[config.mk]
export PLATFORM = sky130hd
export DESIGN_NAME = pipe_stall_ctrl
export DESIGN_NICKNAME = d
export VERILOG_FILES = /design/src/rtl/pipe_stall_ctrl_pkg.sv /design/src/rtl/pipe_stall_ctrl_load_use_detect.sv /design/src/rtl/pipe_stall_ctrl.sv
export SDC_FILE = /design/constraint.sdc
export NUM_CORES = 1
export LEC_CHECK = 0
export BUFFER_PORTS_ARGS = -buffer_cell sky130_fd_sc_hd__buf_2
export CAP_MARGIN = 10
export CORE_MARGIN = 5
export CORE_UTILIZATION = 60
export CTS_BUF_LIST = sky130_fd_sc_hd__clkbuf_4
export CTS_CLUSTER_SIZE = 24
export DETAILED_ROUTE_END_ITERATION = 16
export GPL_ROUTABILITY_DRIVEN = 0
export PLACE_DENSITY = 0.88
export SLEW_MARGIN = 20
export SYNTH_ARGS = -nofsm -noshare
export SYNTH_HDL_FRONTEND = slang
export SYNTH_SLANG_ARGS = --single-unit
[constraint.sdc]
create_clock -name clk -period 6.5 [get_ports clk]
set_clock_uncertainty 0.05 [all_clocks]
set_input_delay 0.975 -clock clk [delete_from_list [all_inputs] [get_ports clk]]
set_output_delay 0.975 -clock clk [all_outputs]
set_load 0.02 [all_outputs]
[src/rtl/pipe_stall_ctrl_pkg.sv]
// Shared types and constants for the pipeline stall scheduler: StallBus vectors,
// mult/div FSM state encoding and default EX-occupancy latencies.
package pipe_stall_ctrl_pkg;

  localparam int STALL_W = 6;

  // Bit order: [0]PC [1]IF/ID [2]ID/EX [3]EX/MEM [4]MEM/WB [5]WB; 1 = stop.
  typedef logic [STALL_W-1:0] stall_bus_t;

  localparam stall_bus_t STALL_NONE = 6'b000000;
  localparam stall_bus_t STALL_LU   = 6'b000111;
  localparam stall_bus_t STALL_MD   = 6'b001111;

  typedef enum logic [1:0] {
    MD_IDLE = 2'd0,
    MD_RUN  = 2'd1,
    MD_DONE = 2'd2
  } md_state_e;

  localparam int DIV_LAT_DEF = 33;
  localparam int MUL_LAT_DEF = 1;

endpackage

[src/rtl/pipe_stall_ctrl_load_use_detect.sv]
// Load-use hazard detect: the ID instruction reads a register that a load in EX
// has not produced yet. $0 is hardwired and never creates a hazard.
module load_use_detect (
  input  logic       ex_is_load,
  input  logic       ex_rf_we,
  input  logic [4:0] ex_rf_waddr,
  input  logic [4:0] id_rs,
  input  logic [4:0] id_rt,
  input  logic       id_rs_used,
  input  logic       id_rt_used,
  output logic       load_use
);

  logic rs_hit;
  logic rt_hit;

  assign rs_hit   = id_rs_used && (id_rs == ex_rf_waddr);
  assign rt_hit   = id_rt_used && (id_rt == ex_rf_waddr);
  assign load_use = ex_is_load && ex_rf_we && (ex_rf_waddr != 5'd0) && (rs_hit || rt_hit);

endmodule

[src/rtl/pipe_stall_ctrl.sv]
// Central stall scheduler: merges load-use and multi-cycle mult/div hazards into
// one StallBus, sequences mult/div occupancy of EX, and counts stall cycles.
module pipe_stall_ctrl
  import pipe_stall_ctrl_pkg::*;
#(
  parameter int DIV_LAT = DIV_LAT_DEF,
  parameter int MUL_LAT = MUL_LAT_DEF,
  parameter int CNT_W   = 6
) (
  input  logic               clk,
  input  logic               rst,
  input  logic               flush,
  input  logic [4:0]         id_rs,
  input  logic [4:0]         id_rt,
  input  logic               id_rs_used,
  input  logic               id_rt_used,
  input  logic               ex_is_load,
  input  logic               ex_rf_we,
  input  logic [4:0]         ex_rf_waddr,
  input  logic               ex_md_req,
  input  logic               ex_md_is_div,
  output logic [STALL_W-1:0] stall,
  output logic               md_busy,
  output logic               md_done,
  output logic [31:0]        perf_lu_cnt,
  output logic [31:0]        perf_md_cnt
);

  localparam logic [CNT_W-1:0] DIV_CNT_INIT = CNT_W'(DIV_LAT - 1);
  localparam logic [CNT_W-1:0] MUL_CNT_INIT = CNT_W'(MUL_LAT - 1);

  logic             load_use;
  logic             md_stall;
  stall_bus_t       stall_vec;
  md_state_e        state_q, state_d;
  logic [CNT_W-1:0] cnt_q, cnt_d;
  logic [31:0]      perf_lu_q, perf_lu_d;
  logic [31:0]      perf_md_q, perf_md_d;

  load_use_detect u_load_use_detect (
    .ex_is_load  (ex_is_load),
    .ex_rf_we    (ex_rf_we),
    .ex_rf_waddr (ex_rf_waddr),
    .id_rs       (id_rs),
    .id_rt       (id_rt),
    .id_rs_used  (id_rs_used),
    .id_rt_used  (id_rt_used),
    .load_use    (load_use)
  );

  // NOTE: every output of a combinational block gets a default first so no path leaves it unassigned (no latch).
  always_comb begin
    state_d = state_q;
    cnt_d   = cnt_q;
    unique case (state_q)
      MD_IDLE: begin
        if (ex_md_req) begin
          state_d = MD_RUN;
          cnt_d   = ex_md_is_div ? DIV_CNT_INIT : MUL_CNT_INIT;
        end
      end
      MD_RUN: begin
        if (cnt_q == '0) state_d = MD_DONE;
        else             cnt_d   = cnt_q - 1'b1;
      end
      MD_DONE: state_d = MD_IDLE;
      default: state_d = MD_IDLE;
    endcase
    if (flush) begin
      state_d = MD_IDLE;
      cnt_d   = '0;
    end
  end

  // The request cycle itself stalls, before the FSM has left IDLE.
  assign md_stall = ((state_q == MD_IDLE) && ex_md_req) || (state_q == MD_RUN);

  always_comb begin
    stall_vec = STALL_NONE;
    if (rst || flush)  stall_vec = STALL_NONE;
    else if (md_stall) stall_vec = STALL_MD;
    else if (load_use) stall_vec = STALL_LU;
  end

  always_comb begin
    perf_lu_d = perf_lu_q;
    perf_md_d = perf_md_q;
    if (stall_vec == STALL_LU) perf_lu_d = perf_lu_q + 32'd1;
    if (stall_vec == STALL_MD) perf_md_d = perf_md_q + 32'd1;
  end

  // NOTE: sequential state uses non-blocking assignments so every flop samples pre-edge values.
  always_ff @(posedge clk) begin
    if (rst) begin
      state_q   <= MD_IDLE;
      cnt_q     <= '0;
      perf_lu_q <= '0;
      perf_md_q <= '0;
    end else begin
      state_q   <= state_d;
      cnt_q     <= cnt_d;
      perf_lu_q <= perf_lu_d;
      perf_md_q <= perf_md_d;
    end
  end

  // Outputs are forced low while rst is high, ahead of the synchronous clear.
  assign stall       = stall_vec;
  assign md_busy     = !rst && (state_q == MD_RUN);
  assign md_done     = !rst && !flush && (state_q == MD_DONE);
  assign perf_lu_cnt = rst ? 32'd0 : perf_lu_q;
  assign perf_md_cnt = rst ? 32'd0 : perf_md_q;

endmodule
==> results.yml <==
power_and_ir_drop:
  p_leak_nw: 1.94
  ir_drop_mv: 0.0991
  p_total_uw: 745
  powerDensity_mw_per_mm2: 160
timing:
  finalSetupViolations: 0
  finalHoldViolCount: 0
  max_slew_margin: 0.456
  report.final.slew_viol_count: 0
  setup_tns_ns: 0
  layout_setup_ws_ns: 2.96
  timing.fmax_mhz: 283
  fin_crit_sh: 0.544
  timing.hold.ws_ns: 0.443
  finalCriticalPeriod_ns: 3.54
  rsz0062_at_grt: "no"
  worst_slew_pin_slew_ns: 0.816
synth:
  yosysWarningCount: 0
  synth_edf_count: 0
  yosys_register_bits: 72
  yosysTopAreaCell: "dfxtp_1"
  ys.flop_type: "dfxtp_1"
  synthTopCellsByCount: "dfxtp_1, nor2_1, nor2b_1, mux2_2, nand2_1"
  synth_most_common_cell: "dfxtp_1"
  postSynthCellCount: 504
  synth_top_area_frac: 0.354
  synth_area_leaders: "dfxtp_1, mux2_2, nor2b_1"
  async_flop_share: 0
  synth.distinct_cells: 45
  synth_area_per_cell_um2: 8.08
  netlist_area_mm2: 0.00407
  synth_seq_area_share: 0.354
route:
  wire_per_inst_um: 14.3
  drt-pass1-iter-count: 4
  dr.first_iter.drc_count: 193
  antenna_left: 0
  wirelength_mm: 9.52
  drt-vias-per-instance: 5.78
  drc: 0
  vias: 3857
finish:
  final_core_util: 0.696
  nets: 611
  drive_gt1_frac: 0.259
  multi_input_area_mm2: 0.00248
  seq_area_mm2: 0.00144
  diodes: 0
  area_delta_synth_final_pct: 14.3
  final_cells: 667
  postLayoutCellArea_mm2: 0.00465
  n_fill_cell: 537
floorplan:
  floorplan.die.width_um: 92.4
  ios: 96
  start_util: 0.609
  rows: 30
  core-area_mm2: 0.00668
  die_h_um: 92.4
  dieArea_mm2: 0.00853
global_routing:
  met2_usage: 0.388
  track_usage: 0.223
  grt-ovfl-total: 0
  met3_usage: 0.0374
  met1_usage: 0.278
  grt_pass1_wl_mm: 16.1
  grt_antenna_before_repair: 0
  grt_max_degree: 67
  grt-busiest-layer: "met2"
  grt_pass1_vias: 3662
setup_path:
  critical_path_class: "in2out"
  arrival_ns: 2.51
  worstPathMaxFanout: 39
  critPathLaunchType: "input port"
  critPathRequiredTime_ns: 5.47
  endpoint_kind: "output port"
placement:
  port_buffers: 93
  dpl.cell_count: 652
  post_dp_cell_area_mm2: 0.00454
  dpl_worst_slack_ns: 2.93
  dp_hpwl_mm: 6.97
clocking:
  clock-sinks: 72
  clkTransAtPathRegs_ns: 0.12
  clock_path_buffers: 2
  cts_setup_buffers: 0
  cts_root_buf: "clkbuf_4"
  ctsResizeCount: 0
  clock_latency_ns: 0.42
  hold_buffers: 0
  numCtsBuffers: 9
  cts_tree: "yes"
  htree_levels: 3
min_path:
  hold_path.class: "reg2reg"
job:
  drv_cap: 0
outcome:
  outcome: "finished clean"
==> cells by family (layout without fill, tap and decap cells) <==
kind of cell	Yosys count	in the layout	share of synthesized area
xor+xnor	30	30	0.0646
compound gates	40	40	0.0587
fa+ha+maj	4	4	0.0123
other cells	1	2	0.000921
simple gates	286	286	0.379
mux	33	33	0.0913
flops	72	72	0.354
buf+inv	38	120	0.0393
==> layer usage <==
layer  share of wire  up-vias
met3           0.059       14
met1            0.44     1830
met5               0        -
li1                -     1905
met2            0.49      108
met4           0.015        0
==> worst paths after layout <==
| path | slack (ns) | to | from | cells after the start |
|---|---|---|---|---|
| max | 2.96 | stall[0] | ex_rf_waddr[2] | 7 |
| min | 0.44 | cnt_q[1]$_SDFFE_PN0P_ | cnt_q[1]$_SDFFE_PN0P_ | 2 |
| max reg2reg | 4.01 | perf_lu_q[20]$_SDFFE_PP0N_ | state_q[0]$_SDFFE_PN0P_ | 4 |
| min reg2reg | 0.44 | cnt_q[1]$_SDFFE_PN0P_ | cnt_q[1]$_SDFFE_PN0P_ | 2 |
==> placed cells by master, fill, tap and decap left out, types with 6 or more instances in the layout <==
cell / instances
a21oi_1: 16
and3_1: 9
and4_1: 6
buf_2: 92
clkbuf_4: 10
dfxtp_1: 72
inv_1: 10
mux2_2: 33
nand2_1: 32
nand3_1: 25
nand4_1: 12
nor2_1: 69
nor2b_1: 58
nor3_1: 17
nor4_1: 21
o21ai_0: 11
or3_1: 9
or4_1: 6
xnor2_1: 14
xor2_1: 16
==> critical path, stage by stage <==
cell     delay [ns]
buf_2          0.12
xor2_1         0.16
nor4_1         0.32
a32oi_2        0.15
buf_4          0.26
o21ai_0        0.29
buf_2          0.22
==> where the power goes <==
group / switching (mW) / internal [mW]
Clock: 0.159 / 0.0798
Sequential: 0.00278 / 0.444
Combinational: 0.0396 / 0.0203
==> sequential cells by signal (all words and copies together), names as in the netlist <==
register	cells
cnt_q	6
perf_md_q	32
state_q	2
perf_lu_q	32
==> area by class of cell <==
type,instances,share of cell area
multi-input cells,395,0.533
clock buffers,10,0.0161
repair buffers,95,0.104
well taps,80,0.0215
flip-flops and latches,72,0.310
inverters,10,0.00807
clock inverters,5,0.00753
No activity file was read; power rests on OpenSTA's default activity.
